`src/rtl/ram_port_arbiter.sv`:
```
// Round-robin arbiter sharing one single-port RAM between two requesters, with a fill sweeper.
// Define RAM_ARB_STATS_EN to add saturating grant/conflict counters.
module ram_port_arbiter #(
    parameter int unsigned           ADDR_WIDTH = 8,
    parameter int unsigned           DATA_WIDTH = 8,
    parameter logic [DATA_WIDTH-1:0] INIT_VALUE = '0
) (
    input  logic                    clk,
    input  logic                    rst_n,
    input  logic [1:0]              req_valid,
    output logic [1:0]              req_ready,
    input  logic [1:0]              req_we,
    input  logic [2*ADDR_WIDTH-1:0] req_addr,
    input  logic [2*DATA_WIDTH-1:0] req_wdata,
    output logic [1:0]              rsp_valid,
    output logic [DATA_WIDTH-1:0]   rsp_data,
    input  logic                    init_start,
    output logic                    init_busy,
    output logic                    init_done,
    output logic                    ram_wr_en,
    output logic [ADDR_WIDTH-1:0]   ram_wr_addr,
    output logic [ADDR_WIDTH-1:0]   ram_rd_addr,
    output logic [DATA_WIDTH-1:0]   ram_wr_data,
    input  logic [DATA_WIDTH-1:0]   ram_rd_data
`ifdef RAM_ARB_STATS_EN
    ,
    output logic [15:0]             grant_cnt0,
    output logic [15:0]             grant_cnt1,
    output logic [15:0]             conflict_cnt
`endif
);

    typedef enum logic {
        ST_RUN,
        ST_INIT
    } state_e;

    // Sweep counter is one bit wider than the address; only the terminal value ends the sweep.
    localparam logic [ADDR_WIDTH:0] CNT_LAST = {1'b0, {ADDR_WIDTH{1'b1}}};

    state_e                  state_q, state_d;
    logic [ADDR_WIDTH:0]     cnt_q, cnt_d;
    logic                    rr_last_q, rr_last_d;
    logic [1:0]              rsp_valid_q, rsp_valid_d;
    logic [DATA_WIDTH-1:0]   rsp_data_q, rsp_data_d;
    logic                    init_done_q, init_done_d;

    logic                    grant_any;
    logic                    grant_idx;
    logic                    win_we;
    logic [ADDR_WIDTH-1:0]   win_addr;
    logic [DATA_WIDTH-1:0]   win_wdata;

    assign win_we    = req_we[grant_idx];
    assign win_addr  = grant_idx ? req_addr[ADDR_WIDTH +: ADDR_WIDTH] : req_addr[0 +: ADDR_WIDTH];
    assign win_wdata = grant_idx ? req_wdata[DATA_WIDTH +: DATA_WIDTH] : req_wdata[0 +: DATA_WIDTH];

    // Grants only in RUN and never in the cycle that accepts init_start.
    always_comb begin
        grant_any = 1'b0;
        grant_idx = 1'b0;
        if (state_q == ST_RUN && !init_start) begin
            unique case (req_valid)
                2'b01:   begin grant_any = 1'b1; grant_idx = 1'b0;       end
                2'b10:   begin grant_any = 1'b1; grant_idx = 1'b1;       end
                2'b11:   begin grant_any = 1'b1; grant_idx = !rr_last_q; end
                default: begin grant_any = 1'b0; grant_idx = 1'b0;       end
            endcase
        end
    end

    always_comb begin
        // NOTE: every output of this block gets a default first, so no path can infer a latch.
        state_d     = state_q;
        cnt_d       = cnt_q;
        rr_last_d   = rr_last_q;
        rsp_valid_d = 2'b00;
        rsp_data_d  = rsp_data_q;
        init_done_d = 1'b0;
        req_ready   = 2'b00;
        ram_wr_en   = 1'b0;
        ram_wr_addr = win_addr;
        ram_rd_addr = req_addr[0 +: ADDR_WIDTH];
        ram_wr_data = win_wdata;

        unique case (state_q)
            ST_RUN: begin
                if (init_start) begin
                    state_d = ST_INIT;
                    cnt_d   = '0;
                end else if (grant_any) begin
                    req_ready[grant_idx] = 1'b1;
                    rr_last_d            = grant_idx;
                    if (win_we) begin
                        ram_wr_en = 1'b1;
                    end else begin
                        ram_rd_addr              = win_addr;
                        rsp_valid_d[grant_idx]   = 1'b1;
                        rsp_data_d               = ram_rd_data;
                    end
                end
            end
            ST_INIT: begin
                ram_wr_en   = 1'b1;
                ram_wr_addr = cnt_q[ADDR_WIDTH-1:0];
                ram_rd_addr = cnt_q[ADDR_WIDTH-1:0];
                ram_wr_data = INIT_VALUE;
                if (cnt_q == CNT_LAST) begin
                    state_d     = ST_RUN;
                    cnt_d       = '0;
                    init_done_d = 1'b1;
                end else begin
                    cnt_d = cnt_q + 1'b1;
                end
            end
            default: state_d = ST_RUN;
        endcase
    end

    // NOTE: state registers use non-blocking assignments so every flop samples pre-edge values.
    // NOTE: only control state is reset here; the RAM contents are deliberately left alone.
    always_ff @(posedge clk or negedge rst_n) begin
        if (!rst_n) begin
            state_q     <= ST_RUN;
            cnt_q       <= '0;
            rr_last_q   <= 1'b1;
            rsp_valid_q <= 2'b00;
            rsp_data_q  <= '0;
            init_done_q <= 1'b0;
        end else begin
            state_q     <= state_d;
            cnt_q       <= cnt_d;
            rr_last_q   <= rr_last_d;
            rsp_valid_q <= rsp_valid_d;
            rsp_data_q  <= rsp_data_d;
            init_done_q <= init_done_d;
        end
    end

    assign rsp_valid = rsp_valid_q;
    assign rsp_data  = rsp_data_q;
    assign init_busy = (state_q == ST_INIT);
    assign init_done = init_done_q;

`ifdef RAM_ARB_STATS_EN
    logic        start_accept;
    logic [15:0] grant_cnt0_q, grant_cnt1_q, conflict_cnt_q;

    assign start_accept = (state_q == ST_RUN) && init_start;

    always_ff @(posedge clk or negedge rst_n) begin
        if (!rst_n) begin
            grant_cnt0_q   <= '0;
            grant_cnt1_q   <= '0;
            conflict_cnt_q <= '0;
        end else if (start_accept) begin
            grant_cnt0_q   <= '0;
            grant_cnt1_q   <= '0;
            conflict_cnt_q <= '0;
        end else begin
            if (grant_any && !grant_idx && grant_cnt0_q != 16'hFFFF)
                grant_cnt0_q <= grant_cnt0_q + 16'd1;
            if (grant_any && grant_idx && grant_cnt1_q != 16'hFFFF)
                grant_cnt1_q <= grant_cnt1_q + 16'd1;
            if (state_q == ST_RUN && &req_valid && conflict_cnt_q != 16'hFFFF)
                conflict_cnt_q <= conflict_cnt_q + 16'd1;
        end
    end

    assign grant_cnt0   = grant_cnt0_q;
    assign grant_cnt1   = grant_cnt1_q;
    assign conflict_cnt = conflict_cnt_q;
`endif

endmodule
```
`config.mk`:
```
export PLATFORM = sky130hd
export DESIGN_NAME = ram_port_arbiter
export DESIGN_NICKNAME = d
export VERILOG_FILES = /design/src/rtl/ram_port_arbiter.sv
export SDC_FILE = /design/constraint.sdc
export NUM_CORES = 1
export LEC_CHECK = 0
export ABC_CLOCK_PERIOD_IN_PS = 3400
export CORE_UTILIZATION = 30
export DETAILED_ROUTE_END_ITERATION = 8
export HOLD_SLACK_MARGIN = 0.02
export PLACE_DENSITY = 0.78
export SETUP_SLACK_MARGIN = 0.5
export SYNTH_ARGS = -nofsm -noshare
export SYNTH_HDL_FRONTEND = slang
export SYNTH_SLANG_ARGS = --single-unit
```
`constraint.sdc`:
```
create_clock -name clk -period 3.4 [get_ports clk]
set_input_delay 1.02 -clock clk [delete_from_list [all_inputs] [get_ports clk]]
set_output_delay 1.02 -clock clk [all_outputs]
set_load 0.01 [all_outputs]
```
==> flow_metrics.env <==
export IMPL_syn_area_um2=1436
export IMPL_synth_cells=168
export IMPL_synthTopCellsByCount="nand2_1 (39), dfrtp_1 (21), inv_1 (15), nand3b_1 (10), o311ai_0 (10)"
export IMPL_grt_usage=0.1990
export IMPL_syn2layout_area_growth_pct=95.21
export IMPL_yosysMostFrequentCell="nand2_1"
export IMPL_grt_pass1_vias=1620
export IMPL_vias=1700
export IMPL_fin_setup_tns_ns=0
export IMPL_diodes=0
export IMPL_tritoncts="yes"
export IMPL_yosys_warnings=0
export IMPL_die_area_um2=5069
export IMPL_firstDrtPassIters=6
export IMPL_clk_pin_slew_ns=0.08
export IMPL_grt_max_degree=49
export IMPL_dp_hpwl_um=3308
export IMPL_clockBufferDepth=2
export IMPL_drtAntennaViolNets=0
export IMPL_maxSlewHeadroom=0.6597
export IMPL_arrival_ns=2.18
export IMPL_max_freq_mhz=312.5
export IMPL_synth_avg_cell_area_um2=8.550
export IMPL_synth_largest_area_cell="dfrtp_1"
export IMPL_wire_per_inst_um=15.41
export IMPL_power_density_nw_per_um2=441.0
export IMPL_synth_edf_count=0
export IMPL_drt_iter0_markers=68
export IMPL_antenna_found_initial=0
export IMPL_ys_flop_type="dfrtp_1"
export IMPL_synth_nets=216
export IMPL_coreArea_um2=4474
export IMPL_numCtsBuffers=3
export IMPL_fin_skew_ns=0.002190
export IMPL_cap_violations=0
export IMPL_max_vdd_ir_drop_mv=0.2902
export IMPL_final_nets=330
export IMPL_die_w_um=71.20
export IMPL_rsz0062_at_grt="true"
export IMPL_yosys_register_bits=22
export IMPL_netlist_area_leader_share=0.3659
export IMPL_async_flop_share=1.000
export IMPL_end_kind="primary output"
export IMPL_worstPathRequired_ns=2.38
export IMPL_wl_um=5132
export IMPL_clk_latency_ns=0.26
export IMPL_initial_core_util=0.3210
export IMPL_io_buffers=85
export IMPL_place_ws_ns=-0.4996
export IMPL_slew_violations=0
export IMPL_overflow=0
export IMPL_synth_area_leaders="dfrtp_1 (37%), nand2_1 (10%), mux2_2 (6.3%)"
export IMPL_grt_pass1_wl_um=7955
export IMPL_timing_worst_slew_pin_value_ns=0.5051
export IMPL_drive_gt1_frac=0.3737
export IMPL_die_h_um=71.20
export IMPL_rows=24
export IMPL_hold_class="flip-flop to flip-flop"
export IMPL_clock_sinks=22
export IMPL_violations="design-rule violations"
export IMPL_fin_crit_sh=0.9413
export IMPL_r2r_setup_slack_ns=1.40
export IMPL_status="finished, violations left"
export IMPL_ios=86
export IMPL_crit_path_start_kind="primary input"
export IMPL_setup_violations_final=0
export IMPL_cellLeakagePower_uw=0.001305
export IMPL_power_total_uw=1237
export IMPL_fill_cells=368
export IMPL_finalCriticalPeriod_ns=3.200
export IMPL_cp_max_fo=4
export IMPL_hold_violations=0
export IMPL_place_gp_congestion=0.7957
export IMPL_setup_slack_ns=0.1997
export IMPL_critPathKind="primary input to primary output"
export IMPL_yosysUniqueCellTypes=37
export IMPL_ys_seq_area_frac=0.3841
export IMPL_drcViolationCount=4
export IMPL_via_per_inst=5.105
export IMPL_root_buffer="clkbuf_8"
export IMPL_htreeDepth=1
worst max-delay path, stage by stage:
cell and delay (ns):
buf_8 0.09, a21bo_4 0.22, nor3_4 0.25, buf_4 0.18, buf_16 0.11, nand2_1 0.05, o311ai_1 0.07, buf_2 0.17
layout make-up:
cell class / count / area, um2 / area share
multi-input cells: 122 / 962.2 / 0.3432
inverters: 15 / 63.81 / 0.02276
flip-flops and latches: 22 / 551.8 / 0.1968
repair buffers: 118 / 1090 / 0.3887
clock buffers: 3 / 41.29 / 0.01473
well taps: 52 / 65.06 / 0.02320
clock inverters: 1 / 30.03 / 0.01071
cell families (layout without fill, tap and decap cells):
family | after synthesis | after routing | share of synthesized area
multiplexers | 8 | 8 | 0.06272
AND/OR/NAND/NOR | 67 | 67 | 0.2239
XOR/XNOR | 6 | 6 | 0.03659
AO/OA/AOI/OAI | 40 | 40 | 0.2160
flip-flops | 22 | 22 | 0.3841
adder cells (fa/ha/maj) | 1 | 1 | 0.008709
buffers and inverters | 24 | 137 | 0.06794
where the power goes:
| group | internal, uW | leakage [uW] | switching, uW | total, uW |
|---|---|---|---|---|
| clock | 157 | 0.0000357 | 90.2 | 247 |
| sequential | 323 | 0.000277 | 79.6 | 403 |
| combinational | 306 | 0.000992 | 280 | 586 |
| total | 786 | 0.00130 | 450 | 1240 |
final timing paths:
path / from / to / cells past startpoint
setup / recovery: req_valid[0] / ram_rd_addr[2] / 8
hold / removal: rsp_data[1] / rsp_data[1] / 1
setup reg to reg: rr_last_q / rsp_data[0] / 5
hold reg to reg: rsp_data[1] / rsp_data[1] / 1
max in group asynchronous: rst_n / rr_last_q / 2
min in group asynchronous: rst_n / rsp_data[7] / 2
state kept, by name, summed over array words and instances (netlist names):
| name | count |
|---|---|
| rsp_valid | 2 |
| rr_last_q | 1 |
| init_done | 1 |
| rsp_data | 8 |
| init_busy | 1 |
| cnt_q | 9 |
per-layer routing:
metal | GRT usage | share of wire | vias to the layer above
met4 | 0.04000 | 0.0092 | 0
li1 | - | - | 826
met1 | 0.2691 | 0.43 | 815
met2 | 0.3291 | 0.50 | 55
met5 | 0 | 0 | -
met3 | 0.04131 | 0.055 | 4
timing repair:
action | 4_1_cts | 5_1_grt
endpoints found under the setup margin | 27 | 27
gates resized for setup | 158 | 18
setup buffers | 9 | 4
hold buffers | 0 | 0
cloned | 3 | 0
pin swaps | 27 | 9
placed cells by master, fill, tap and decap left out, drive strengths merged, types with 4 or more instances in the layout:
master and n:
nand3b 10, dfrtp 21, mux2 8, o311ai 10
a21oi 8, clkdlybuf4s50 53, o21ai 5, nor3 4
nand2 40, a221oi 6, buf 63, xnor2 5
inv 15, nor2 5
stage by stage:
step | area [um2] | hold WS (ns) | instances | utilization
final | 2804 | 0.5131 | 333 | 0.6267
after global routing | 2804 | 0.5300 | 333 | 0.6267
after CTS | 2689 | 0.5140 | 329 | 0.6010
after detailed placement | 2511 | 0.4948 | 313 | 0.5612
after global placement | 2511 | 0.4882 | 313 | 0.5612
after floorplan | 1484 | 0.5044 | 168 | -
Power figures use the tool's default switching activity.
